$ cat config.mk
export PLATFORM = sky130hd
export DESIGN_NAME = systolic_setup_out
export DESIGN_NICKNAME = d
export VERILOG_FILES = /design/src/rtl/systolic_setup_out.sv
export SDC_FILE = /design/constraint.sdc
export NUM_CORES = 1
export LEC_CHECK = 0
export ABC_AREA = 1
export CAP_MARGIN = 10
export CORE_UTILIZATION = 40
export CTS_CLUSTER_DIAMETER = 100
export DETAILED_ROUTE_END_ITERATION = 16
export PLACE_DENSITY = 0.66
export SLEW_MARGIN = 40
export SYNTH_ARGS = -nofsm -noshare
export SYNTH_HDL_FRONTEND = slang
export SYNTH_SLANG_ARGS = --single-unit
$ cat constraint.sdc
create_clock -name clock -period 8.8 [get_ports clock]
set_clock_uncertainty 0.1 [all_clocks]
set_input_delay 1.76 -clock clock [delete_from_list [all_inputs] [get_ports clock]]
set_output_delay 1.76 -clock clock [all_outputs]
set_load 0.01 [all_outputs]
$ cat src/rtl/systolic_setup_out.sv
// systolic_setup_out: de-skews the staggered column outputs of a MAC_WIDTH x MAC_WIDTH
// systolic array into a full matrix and holds it for a valid/ready consumer.
// Column c runs through MAC_WIDTH-1-c delay stages so that all elements of one row
// appear together. Completed rows are written into a row buffer. When the last row
// is written, the block stops accepting input until the consumer takes the matrix.
// Optional macro SETUP_OUT_SKEW_CHECK_EN: flags partially aligned rows (sticky
// skew_err) and drops them. Without the macro, column 0 alone qualifies a row.

// One column's delay line, DEPTH >= 1 stages of data plus valid, shifting on shift_en.
module systolic_setup_out_dly #(
  parameter int DATA_SIZE = 8,
  parameter int DEPTH     = 1
) (
  input  logic                 clock,
  input  logic                 reset,
  input  logic                 shift_en,
  input  logic [DATA_SIZE-1:0] d_in,
  input  logic                 v_in,
  output logic [DATA_SIZE-1:0] d_out,
  output logic                 v_out
);

  logic [DEPTH-1:0][DATA_SIZE-1:0] dat_q, dat_d;
  logic [DEPTH-1:0]                vld_q, vld_d;

  // Shift the whole line by one stage when upstream data is being accepted.
  always_comb begin
    dat_d = dat_q;
    vld_d = vld_q;
    if (shift_en) begin
      dat_d[0] = d_in;
      vld_d[0] = v_in;
      for (int i = 1; i < DEPTH; i++) begin
        dat_d[i] = dat_q[i-1];
        vld_d[i] = vld_q[i-1];
      end
    end
  end

  // Stage registers; valids clear on reset so partial rows are discarded.
  always_ff @(posedge clock or posedge reset) begin
    if (reset) begin
      dat_q <= '0;
      vld_q <= '0;
    end else begin
      dat_q <= dat_d;
      vld_q <= vld_d;
    end
  end

  assign d_out = dat_q[DEPTH-1];
  assign v_out = vld_q[DEPTH-1];

endmodule

module systolic_setup_out #(
  parameter int DATA_SIZE = 8,
  parameter int MAC_WIDTH = 4
) (
  input  logic                                         clock,
  input  logic                                         reset,
  input  logic [DATA_SIZE*MAC_WIDTH-1:0]               data_in,
  input  logic [MAC_WIDTH-1:0]                         valid_in,
  output logic                                         in_ready,
  output logic [DATA_SIZE*MAC_WIDTH*MAC_WIDTH-1:0]     matrix_out,
  output logic                                         matrix_out_valid,
  input  logic                                         matrix_out_ready,
  output logic                                         skew_err
);

  localparam int CW = (MAC_WIDTH > 1) ? $clog2(MAC_WIDTH) : 1;

  typedef enum logic {COLLECT = 1'b0, HOLD = 1'b1} state_t;

  state_t                                        state_q, state_d;
  logic                                          in_ready_q, in_ready_d;
  logic                                          mov_q, mov_d;
  logic [CW-1:0]                                 row_cnt_q, row_cnt_d;
  logic [MAC_WIDTH-1:0][MAC_WIDTH-1:0][DATA_SIZE-1:0] buf_q, buf_d;

  logic [MAC_WIDTH-1:0][DATA_SIZE-1:0] col_in;
  logic [MAC_WIDTH-1:0][DATA_SIZE-1:0] row_data;
  logic [MAC_WIDTH-1:0]                row_vld;
  logic                                row_hit;
  logic                                row_wr;
  logic                                last_row;

  assign col_in = data_in;

  // Per-column de-skew: the rightmost column arrives last and needs no delay.
  for (genvar c = 0; c < MAC_WIDTH; c++) begin : g_col
    if (MAC_WIDTH - 1 - c == 0) begin : g_pass
      assign row_data[c] = col_in[c];
      assign row_vld[c]  = valid_in[c];
    end else begin : g_dly
      systolic_setup_out_dly #(
        .DATA_SIZE(DATA_SIZE),
        .DEPTH    (MAC_WIDTH - 1 - c)
      ) u_dly (
        .clock   (clock),
        .reset   (reset),
        .shift_en(in_ready_q),
        .d_in    (col_in[c]),
        .v_in    (valid_in[c]),
        .d_out   (row_data[c]),
        .v_out   (row_vld[c])
      );
    end
  end

`ifdef SETUP_OUT_SKEW_CHECK_EN
  logic row_partial;
  logic skew_q, skew_d;

  assign row_hit     = &row_vld;
  assign row_partial = (|row_vld) & ~(&row_vld);

  // Any misaligned row seen while accepting input latches the error until reset.
  always_comb begin
    skew_d = skew_q | (in_ready_q & row_partial);
  end

  // Sticky error flag.
  always_ff @(posedge clock or posedge reset) begin
    if (reset) skew_q <= 1'b0;
    else       skew_q <= skew_d;
  end

  assign skew_err = skew_q;
`else
  logic unused_vld;

  // Without the check, column 0 alone qualifies the aligned row.
  assign row_hit    = row_vld[0];
  assign unused_vld = ^row_vld;
  assign skew_err   = 1'b0;
`endif

  assign row_wr   = in_ready_q & row_hit;
  assign last_row = (row_cnt_q == CW'(MAC_WIDTH - 1));

  // Next-state: collect rows into the buffer, then hold until the consumer accepts.
  always_comb begin
    state_d    = state_q;
    in_ready_d = in_ready_q;
    mov_d      = mov_q;
    row_cnt_d  = row_cnt_q;
    buf_d      = buf_q;
    case (state_q)
      COLLECT: begin
        in_ready_d = 1'b1;
        mov_d      = 1'b0;
        if (row_wr) begin
          buf_d[row_cnt_q] = row_data;
          if (last_row) begin
            row_cnt_d  = '0;
            state_d    = HOLD;
            in_ready_d = 1'b0;
            mov_d      = 1'b1;
          end else begin
            row_cnt_d = row_cnt_q + 1'b1;
          end
        end
      end
      HOLD: begin
        in_ready_d = 1'b0;
        mov_d      = 1'b1;
        if (mov_q && matrix_out_ready) begin
          state_d    = COLLECT;
          in_ready_d = 1'b1;
          mov_d      = 1'b0;
        end
      end
      default: begin
        state_d    = COLLECT;
        in_ready_d = 1'b0;
        mov_d      = 1'b0;
      end
    endcase
  end

  // State, registered handshake outputs, row counter and matrix buffer.
  always_ff @(posedge clock or posedge reset) begin
    if (reset) begin
      state_q    <= COLLECT;
      in_ready_q <= 1'b0;
      mov_q      <= 1'b0;
      row_cnt_q  <= '0;
      buf_q      <= '0;
    end else begin
      state_q    <= state_d;
      in_ready_q <= in_ready_d;
      mov_q      <= mov_d;
      row_cnt_q  <= row_cnt_d;
      buf_q      <= buf_d;
    end
  end

  assign in_ready         = in_ready_q;
  assign matrix_out_valid = mov_q;
  assign matrix_out       = buf_q;

endmodule

==> key figures, run 1 <==
Run status
  • Run status: complete, no violations

Placed design
  • Number of buffer cells added on primary ports: 165
  • Half-perimeter wire length after placement: 11400 um
  • Post-Place Cell Area: ~9000 um2
  • Inst Count DP: 1128
  • Routability-driven placement congestion ratio: between 0.7 and 0.8

Power
  • Overall power after layout: 4.03 mW
  • Static Leak: roughly 4.8 nW
  • Worst supply voltage drop on vdd: 0.195 mV
  • Pwr dens: about 420 nW/um2

Worst setup path
  • Launching element type of the critical path: flop
  • Slowest-stage cell, CP: clkdlybuf4s50_1
  • Largest fanout on the critical path: 3
  • Worst path bufs/invs: 1
  • Endpoint type of the worst setup path: output port
  • Data arrival time of the critical path: 1.43 ns
  • Delay contributed by the slowest stage of the critical path: 0.60 ns
  • Dominant delay contributor by cell family on the critical path: buffers and inverters
  • Critical path type: flop to output port
  • List of cells traversed by the critical path: clkdlybuf4s50_1
  • Required time worst endpoint: ~6.9 ns

Die
  • Die height: 136 um
  • Initial standard-cell utilization of the core: 41.1%
  • Total core area: about 17000 um2
  • Number of top-level pins: between 150 and 200
  • Die Wd: 136 um
  • Number of rows in the core area: 48
  • Die area: 18400 um2

Layout
  • Final antenna diode count: 0
  • Final instance count without filler cells: about 1200
  • Final non-filler cell area: 9590 um2
  • Layout overhead on the synthesized area: 34.0%
  • NumNets Final: 965
  • Share of final-layout standard cells stronger than drive strength 1: 4.81%
  • Filler instances: 1601

Synthesis
  • Post-synth top flop: dfrtp_1
  • Share of flip-flops with an asynchronous set or reset after synthesis: 100%
  • Synth cell types: 15
  • Cells after Synth: 781
  • Synth top area cells: dfrtp_1 64%, nand2_1 15%, nand3_1 8.9%, o21ai_0 2.6%, inv_1 2.0%
  • Sequential area share after synthesis: 64.0%
  • Area share of the largest cell type after synthesis: 64.0%
  • Number of flip-flops and latches in the synthesized netlist: 183
  • Most frequent cells after synthesis: 293 x nand2_1, 183 x dfrtp_1, 128 x nand3_1
  • Biggest area consumer among synthesized cells: dfrtp_1
  • Net Count, Synth: 824
  • Number of flops mapped to enable cells by yosys: 0
  • Number of synthesis warnings: 0
  • Synthesized area: 7160 um2
  • Avg Inst Size Synth: 9.17 um2
  • Most frequently used cell type in the post-synthesis netlist: nand2_1

Drt
  • Wirelength, routed: 18400 um
  • Average via count per standard cell: 4.87
  • Number of search-and-repair iterations in the first detailed-routing pass: 5
  • DRC violation total after the first TritonRoute iteration: 380
  • Routed vias: between 5000 and 6000
  • Final routed DRC violation total: 0
  • Wire length per cell after detailed routing: 15.8 um
  • Number of routed nets with antenna violations: 0

STA
  • Peak clock frequency supported by timing: 304 MHz
  • Number of max-slew violations in the final report: 0
  • Aggregate negative setup slack: 0 ns
  • Final setup violation count: 0
  • Fin crit period: ~3.3 ns
  • Max transition margin: 50.1%
  • Slew at the pin closest to its max-slew limit: 0.748 ns
  • Final period utilization: roughly 37%
  • RSZ-0062 raised after global routing: no
  • Number of hold violations in the final report: 0
  • Worst hold slack: 0.367 ns

Clocking
  • Number of gates given a new drive strength after cts: 0
  • CTS sink cnt: 183
  • Later-pin clock latency in the skew report: 0.42 ns
  • Buffer count from post-CTS setup fixing: 0
  • Root Driver: clkbuf_16
  • Clock transition at the registers of the reported paths: 0.06 ns
  • CTS tree: built
  • Maximum level of the CTS H-tree: 4
  • Number of buffers created by CTS: 17
  • CTS max path bufs: 2
  • CTS Hold Buffers Added: 0

Global route
  • Maximum number of pins on one net before global-route repair: approximately 110
  • Vias in the first global route: 5200
  • Aggregate global-route resource usage: 20.7%
  • Initial antenna violation count: 0
  • Global-route wire length before repair: about 29000 um
  • Remaining Overflow, GRT: 0

Flow run
  • Reported max-cap violation count: 0

Min path
  • Path class of the lowest-slack min-delay path: flop to flop
==> final timing paths <==
path	from	endpoint	slack, ns	cells after the start
worst min-delay path	matrix_out[46]	matrix_out[46]	0.37	2
max in group asynchronous	reset	g_col[0].g_dly.u_dly.d_out[7]	5.61	3
worst max-delay path	matrix_out_valid	matrix_out_valid	5.51	1
worst min register to register	matrix_out[46]	matrix_out[46]	0.37	2
min in group asynchronous	reset	matrix_out[88]	1.70	2
worst max register to register	in_ready	matrix_out[5]	6.30	5
==> flip-flops by register name, summed over array words and instances, names as in the netlist <==
name / flops
in_ready: 1
g_col.g_dly.u_dly.d_out: 24
g_col.g_dly.u_dly.vld_q: 3
row_cnt_q: 2
matrix_out_valid: 1
matrix_out: 128
g_col.g_dly.u_dly.dat_q: 24
==> report_power, final <==
part / total [mW] / internal (mW) / switching (mW)
clock: 0.781 / 0.464 / 0.316
combinational: 1.72 / 0.768 / 0.957
sequential: 1.52 / 1.24 / 0.278
==> layout make-up <==
type                    instances  area (um2)  area share [%]
clock buffers                  26         519            5.41
clock inverters                 6        87.6           0.913
inverters                      38         150            1.57
multi-input cells             505        2190            22.8
flip-flops and latches        183        4580            47.8
well taps                     225         282            2.94
repair buffers                177        1780            18.6
==> logic make-up (layout without fill, tap and decap cells) <==
group / after synthesis / after routing / synth area share (%)
AND/OR/NAND/NOR: 445 / 445 / 25.8
flip-flops: 183 / 183 / 64.0
buffers and inverters: 93 / 247 / 5.63
AO/OA/AOI/OAI: 55 / 55 / 3.84
adder cells (fa/ha/maj): 4 / 4 / 0.699
other: 1 / 1 / 0.0524
==> through the flow <==
stage	utilization [%]	setup WS [ns]
after floorplan	-	1.97
after global placement	51.2	4.76
after detailed placement	51.5	5.09
after CTS	55.0	5.49
after global routing	55.1	5.36
final	55.1	5.51
==> metal layers <==
metal	part of all wire [%]	routed length, um	global-route usage (%)
met2	47	8710	31.7
met5	0	0	0
met3	6.0	1100	3.93
met1	46	8410	29.7
met4	0.88	162	6.30
==> layout by cell type (no fill, tap or decap) <==
| cell | count |
|---|---|
| a21oi_1 | 18 |
| buf_16 | 1 |
| buf_4 | 7 |
| buf_6 | 3 |
| bufinv_16 | 2 |
| clkbuf_1 | 3 |
| clkbuf_16 | 17 |
| clkbuf_8 | 7 |
| clkdlybuf4s50_1 | 165 |
| clkinv_2 | 1 |
| clkinvlp_4 | 3 |
| conb_1 | 1 |
| dfrtp_1 | 182 |
| dfrtp_4 | 1 |
| ha_1 | 3 |
| ha_4 | 1 |
| inv_1 | 37 |
| inv_8 | 1 |
| nand2_1 | 293 |
| nand3_1 | 128 |
| nand4_1 | 4 |
| nor2_1 | 19 |
| nor2_4 | 1 |
| o21ai_0 | 37 |
Note: power is estimated with default switching activity, not from simulation.
==> run 2, diff against run 1 <==
--- a/config.mk
+++ b/config.mk
@@ -10,7 +10,7 @@
 export CORE_UTILIZATION = 40
 export CTS_CLUSTER_DIAMETER = 100
 export DETAILED_ROUTE_END_ITERATION = 16
-export PLACE_DENSITY = 0.66
+export PLACE_DENSITY = 0.69
 export SLEW_MARGIN = 40
 export SYNTH_ARGS = -nofsm -noshare
 export SYNTH_HDL_FRONTEND = slang
==> constraint.sdc (replaced) <==
create_clock -name clock -period 2.7 [get_ports clock]
set_clock_uncertainty 0.1 [all_clocks]
set_input_delay 0.54 -clock clock [delete_from_list [all_inputs] [get_ports clock]]
set_output_delay 0.54 -clock clock [all_outputs]
set_load 0.01 [all_outputs]
==> run 2 against run 1 <==
  * Routed wire length shrank 0.85%
  * Total power rose to 3.3 times the previous value
  * Combinational power rose to 3.3 times the previous value
  * Worst hold slack improved by 0.0010 ns
  * Largest power group unchanged
  * Highest routed layer unchanged
==> key figures, run 2 (same netlist as run 1, synthesis figures left out) <==
Run status
  • Run status: complete, no violations (unchanged)

Die
  • Total core area: 17400 um2 (unchanged)
  • Number of rows in the core area: 48 (unchanged)
  • Die area: 18400 um2 (unchanged)
  • Initial standard-cell utilization of the core: 41.1% (unchanged)
  • Die height: 136 um (unchanged)
  • Die Wd: 136 um (unchanged)
  • Number of top-level pins: 170 (unchanged)

Layout
  • Final non-filler cell area: 9670 um2 (was 9590 um2)
  • Sequential standard cell area: 4580 um2 (unchanged)
  • Layout overhead on the synthesized area: 35.1% (was 34.0%)
  • Final instance count without filler cells: 1168 (was 1160)
  • Final antenna diode count: 0 (unchanged)
  • Highest-count cells in the layout ignoring fill and taps: 293 x nand2_1, 182 x dfrtp_1, 165 x clkdlybuf4s50_1 (unchanged)
  • Flip-flop count of the largest register, all copies and words added: 128 (unchanged)
  • NumNets Final: 976 (was 965)
  • Leading cell type in the layout, fill and taps excluded: nand2_1 (unchanged)
  • Filler instances: 1585 (was 1601)
  • Area used by multi-input combinational logic: 2180 um2 (was 2190 um2)
  • Share of final-layout standard cells stronger than drive strength 1: 6.04% (was 4.81%)

Clocking
  • Number of gates given a new drive strength after cts: 0 (unchanged)
  • Root Driver: clkbuf_16 (unchanged)
  • Clock transition at the registers of the reported paths: 0.06 ns (about the same)
  • Buffer count from post-CTS setup fixing: 0 (unchanged)
  • CTS tree: built (unchanged)
  • Maximum level of the CTS H-tree: 4 (unchanged)
  • CTS sink cnt: 183 (unchanged)
  • CTS Hold Buffers Added: 0 (unchanged)
  • CTS max path bufs: 2 (unchanged)
  • Later-pin clock latency in the skew report: 0.42 ns (about the same)
  • Number of buffers created by CTS: 17 (unchanged)

STA
  • Final setup violation count: 0 (unchanged)
  • Peak clock frequency supported by timing: 467 MHz
  • Max transition margin: 60.9% (was 50.1%)
  • Fin crit period: ~2.1 ns
  • Number of max-slew violations in the final report: 0 (unchanged)
  • Slew at the pin closest to its max-slew limit: 0.585 ns (was 0.748 ns)
  • Final period utilization: 79.3%
  • Number of hold violations in the final report: 0 (unchanged)
  • Worst hold slack: 0.368 ns (was 0.367 ns)
  • RSZ-0062 raised after global routing: no (unchanged)

Drt
  • Number of search-and-repair iterations in the first detailed-routing pass: 5 (unchanged)
  • Average via count per standard cell: 4.84 (was 4.87)
  • Wire length per cell after detailed routing: 15.6 um (was 15.8 um)
  • Final routed DRC violation total: 0 (unchanged)
  • Wirelength, routed: 18200 um (was 18400 um)
  • Routed vias: 5648 (was 5650)
  • DRC violation total after the first TritonRoute iteration: 427 (was 380)
  • Number of routed nets with antenna violations: 0 (unchanged)

Global route
  • Vias in the first global route: 5265 (was 5200)
  • Global-route wire length before repair: 28600 um (was 28900 um)
  • Initial antenna violation count: 0 (unchanged)
  • Remaining Overflow, GRT: 0 (unchanged)
  • Aggregate global-route resource usage: 20.5% (was 20.7%)
  • Maximum number of pins on one net before global-route repair: 95 (was 107)

Min path
  • Path class of the lowest-slack min-delay path: flop to flop (unchanged)
  • Number of stages on the worst hold path: 2 (unchanged)

Worst setup path
  • List of cells traversed by the critical path: clkdlybuf4s50_1 (unchanged)
  • Reg2reg path depth: 6 (was 5)
  • Count of cell instances traversed by the critical path: 1 (unchanged)
  • Delay contributed by the slowest stage of the critical path: 0.56 ns (was 0.60 ns)
  • Endpoint type of the worst setup path: output port (unchanged)
  • Slowest-stage cell, CP: clkdlybuf4s50_1 (unchanged)
  • Launching element type of the critical path: flop (unchanged)
  • Data arrival time of the critical path: 1.50 ns (was 1.43 ns)
  • Required time worst endpoint: 2.06 ns (was 6.94 ns)
  • Critical path type: flop to output port (unchanged)
  • Dominant delay contributor by cell family on the critical path: buffers and inverters (unchanged)
  • Largest fanout on the critical path: 15 (was 3)
  • Worst path bufs/invs: 1 (unchanged)

Power
  • Overall power after layout: 13.1 mW (was 4.03 mW)
  • Pwr dens: 1360 nW/um2 (was 420 nW/um2)
  • Static Leak: 4.82 nW (was 4.77 nW)
  • Worst supply voltage drop on vdd: 0.850 mV (was 0.195 mV)

Placed design
  • Routability-driven placement congestion ratio: 0.796 (was 0.775)
  • Post-Place Cell Area: 9070 um2 (was 8970 um2)
  • Half-perimeter wire length after placement: 12000 um (was 11400 um)
  • Inst Count DP: 1139 (was 1128)
  • Number of buffer cells added on primary ports: 165 (unchanged)

Flow run
  • Reported max-cap violation count: 0 (unchanged)
==> run 2: final timing paths <==
kind	slack, ns	to	startpoint
max	0.56	in_ready	in_ready
min	0.37	matrix_out[89]	matrix_out[89]
max reg2reg	0.82	matrix_out[80]	row_cnt_q[0]
min reg2reg	0.37	matrix_out[89]	matrix_out[89]
max in group asynchronous	1.38	g_col[0].g_dly.u_dly.dat_q[0]	reset
min in group asynchronous	0.43	matrix_out[37]	reset
==> run 2: layer usage <==
metal,vias up,track usage (%),part of all wire [%]
li1,2779,-,-
met1,2676,28.1,45
met2,172,32.3,48
met3,21,4.90,5.9
met4,0,5.93,1.4
met5,-,0,0
==> run 2: area by class of cell <==
class	instances	area share [%]
timing repair buffer	188	19.4
multi-input combinational	505	22.6
clock inverter	8	1.27
clock buffer	21	4.97
inverter	38	1.51
tap	225	2.91
sequential	183	47.4
==> run 2: where the power goes <==
part	internal [mW]	switching, mW
combinational	2.54	3.07
sequential	4.05	0.947
clock	1.54	1.01
total	8.12	5.02
==> run 2: through the flow <==
stage          setup TNS (ns)  setup slack, ns  utilization (%)
2_1_floorplan          -53.17           -0.291                -
3_5_place_dp                0            0.844             52.1
4_1_cts                     0            0.542             55.5
5_1_grt                     0            0.502             55.5
6_report                    0            0.559             55.5
3_3_place_gp                0            0.878             52.1
==> run 2: worst register-to-register path: cells and delay by family, from the launching register on <==
family        cells  cell delay (ns)
fa+ha+maj         1             0.47
buf+inv           2             0.39
flops             1             0.42
simple gates      3             0.39
==> run 3, diff against run 2 <==
==> constraint.sdc (replaced) <==
create_clock -name clock -period 1.8 [get_ports clock]
set_clock_uncertainty 0.1 [all_clocks]
set_input_delay 0.36 -clock clock [delete_from_list [all_inputs] [get_ports clock]]
set_output_delay 0.36 -clock clock [all_outputs]
set_load 0.01 [all_outputs]
==> run 3 against run 2 <==
  * Sequential cell count is the same
  * Clock-buffer cell count rose by 1
  * Cell count is 0.68% higher
  * Sequential share of layout area fell by 1.1 points
  * Register-to-register slack got worse by 0.69 ns
  * Setup slack got worse by 0.53 ns
  * Via count up 1.9%
  * Combinational power rose by 45%
  * Critical path depth unchanged
  * Core utilization up 1.4 points
  * Non-clock buffer count grew 5
  * Largest cell class unchanged
  * Largest power group unchanged
==> key figures, run 3 (same netlist as run 1, synthesis figures left out) <==
Run status
  • Run status: complete, no violations (unchanged)

Global route
  • Global-route wire length before repair: 29800 um (was 28600 um)
  • Remaining Overflow, GRT: 0 (unchanged)
  • Initial antenna violation count: 0 (unchanged)
  • Aggregate global-route resource usage: 21.2% (was 20.5%)
  • Maximum number of pins on one net before global-route repair: 95 (unchanged)
  • Vias in the first global route: 5453 (was 5265)

Layout
  • Core occupancy in the finished layout: 56.9% (was 55.5%)
  • Leading cell type in the layout, fill and taps excluded: nand2_1 (unchanged)
  • Final non-filler cell area: 9910 um2 (was 9670 um2)
  • Filler instances: 1560 (was 1585)
  • Area used by multi-input combinational logic: 2180 um2 (unchanged)
  • NumNets Final: 981 (was 976)
  • Share of final-layout standard cells stronger than drive strength 1: 6.73% (was 6.04%)
  • Flip-flop count of the largest register, all copies and words added: 128 (unchanged)
  • Final instance count without filler cells: 1176 (was 1168)
  • Layout overhead on the synthesized area: 38.5% (was 35.1%)
  • Final antenna diode count: 0 (unchanged)
  • Sequential standard cell area: 4580 um2 (unchanged)
  • Highest-count cells in the layout ignoring fill and taps: 293 x nand2_1, 182 x dfrtp_1, 128 x nand3_1 (was 293 x nand2_1, 182 x dfrtp_1, 165 x clkdlybuf4s50_1)

Worst setup path
  • Data arrival time of the critical path: 1.31 ns (was 1.50 ns)
  • List of cells traversed by the critical path: clkdlybuf4s50_1 (unchanged)
  • Endpoint type of the worst setup path: output port (unchanged)
  • Worst path bufs/invs: 1 (unchanged)
  • Dominant delay contributor by cell family on the critical path: buffers and inverters (unchanged)
  • Delay contributed by the slowest stage of the critical path: 0.54 ns (was 0.56 ns)
  • Launching element type of the critical path: flop (unchanged)
  • Slowest-stage cell, CP: clkdlybuf4s50_1 (unchanged)
  • Largest fanout on the critical path: 2 (was 15)
  • Required time worst endpoint: 1.34 ns (was 2.06 ns)
  • Reg-to-reg slack, setup: 0.13 ns (was 0.82 ns)
  • Critical path type: flop to output port (unchanged)

STA
  • Final setup violation count: 0 (unchanged)
  • Fin crit period: 1.77 ns
  • Number of hold violations in the final report: 0 (unchanged)
  • Worst hold slack: 0.228 ns (was 0.368 ns)
  • Aggregate negative setup slack: 0 ns (unchanged)
  • Number of max-slew violations in the final report: 0 (unchanged)
  • Final period utilization: about 100%
  • RSZ-0062 raised after global routing: no (unchanged)
  • Peak clock frequency supported by timing: 565 MHz
  • Final worst setup slack: 0.0301 ns (was 0.559 ns)

Placed design
  • Half-perimeter wire length after placement: 12200 um (was 12000 um)
  • Post-Place Cell Area: 9150 um2 (was 9070 um2)
  • Number of buffer cells added on primary ports: 165 (unchanged)
  • Inst Count DP: 1143 (was 1139)
  • Routability-driven placement congestion ratio: 0.810 (was 0.796)
  • Place WS: 0.222 ns (was 0.844 ns)

Die
  • Total core area: 17400 um2 (unchanged)
  • Number of top-level pins: 170 (unchanged)
  • Initial standard-cell utilization of the core: 41.1% (unchanged)
  • Number of rows in the core area: 48 (unchanged)
  • Die Wd: 136 um (unchanged)
  • Die area: 18400 um2 (unchanged)
  • Die height: 136 um (unchanged)

Power
  • Share of total power in combinational logic: 41.1% (was 42.6%)
  • Total internal power: 12.1 mW (was 8.12 mW)
  • Pwr dens: 1990 nW/um2 (was 1360 nW/um2)
  • Sw frac: 38.7% (was 38.2%)
  • Sequential share of power: 37.7% (was 38.0%)
  • Worst supply voltage drop on vdd: 1.22 mV (was 0.850 mV)
  • Static Leak: 5.80 nW (was 4.82 nW)
  • Clock network fraction of total power: 21.2% (was 19.3%)
  • Sw power: 7.62 mW (was 5.02 mW)
  • Overall power after layout: 19.7 mW (was 13.1 mW)

Clocking
  • CTS sink cnt: 183 (unchanged)
  • Number of buffers created by CTS: 17 (unchanged)
  • CTS tree: built (unchanged)
  • Later-pin clock latency in the skew report: 0.42 ns (about the same)
  • CTS max path bufs: 2 (unchanged)
  • Clock transition at the registers of the reported paths: 0.07 ns (was 0.06 ns)
  • Root Driver: clkbuf_16 (unchanged)
  • CTS Hold Buffers Added: 0 (unchanged)
  • Maximum level of the CTS H-tree: 4 (unchanged)

Drt
  • Average via count per standard cell: 4.90 (was 4.84)
  • Number of routed nets with antenna violations: 0 (unchanged)
  • Highest metal layer used by the detailed router: met4 (unchanged)
  • Detail Route met3 WL: 932 um (was 1070 um)
  • Wire length per cell after detailed routing: 16.0 um (was 15.6 um)
  • Routed vias: 5758 (was 5648)
  • DRC violation total after the first TritonRoute iteration: 430 (was 427)
  • Wirelength, routed: 18800 um (was 18200 um)
  • Total routed wire length on the met1 layer: 8660 um (was 8110 um)
  • Final routed DRC violation total: 0 (unchanged)
  • Number of search-and-repair iterations in the first detailed-routing pass: 5 (unchanged)
  • Met2 wire length: 8940 um (was 8770 um)

Min path
  • Path class of the lowest-slack min-delay path: input port to async pin (was flop to flop)

Flow run
  • Reported max-cap violation count: 0 (unchanged)
-- run 3: changes by cell type in the layout (fill, tap and decap cells not counted) --
cell / delta
buf_4: +2
bufinv_16: +2
buf_6: -1
dlymetal6s2s_1: +62
buf_12: +4
clkdlybuf4s50_1: -118
dlygate4sd2_1: +56
clkinv_2: -2
clkbuf_1: +1
inv_6: +1
clkinv_4: +1
-- run 3: what timing repair did --
item / in CTS / in global routing
setup buffers: 1 / 0
resized for setup: 56 / 62
setup endpoints to repair: 56 / 62
-- run 3: final timing paths --
path / from / end / cells past startpoint
min: reset / matrix_out[33] / 2
max in group asynchronous: reset / matrix_out[99] / 3
min reg2reg: matrix_out[18] / matrix_out[18] / 2
max reg2reg: in_ready / matrix_out[61] / 6
min in group clock: matrix_out[18] / matrix_out[18] / 2
max: matrix_out[73] / matrix_out[73] / 1
-- run 3: final cells by class --
cell class                      instances  area share (%)
Clock buffer                           22            4.88
Clock inverter                         10            1.92
Inverter                               38            1.48
Multi-Input combinational cell        505            22.0
Sequential cell                       183            46.2
Tap cell                              225            2.84
Timing Repair Buffer                  193            20.6
-- run 3: power groups by stage --
stage / Combinational, mW / Clock (mW) / Sequential [mW]
6_report: 8.10 / 4.17 / 7.41
5_1_grt: 9.05 / 4.41 / 7.65
4_1_cts: 8.37 / 4.24 / 7.45
3_5_place_dp: 8.68 / 0 / 7.56
3_3_place_gp: 8.46 / 0 / 7.53
2_1_floorplan: 3.97 / 0 / 7.80
-- run 3: layer usage --
metal  up-vias  global-route usage [%]
met1      2787                    29.5
met3        21                    3.70
met4         0                    7.99
li1       2796                       -
met2       154                    33.1
met5         -                       0
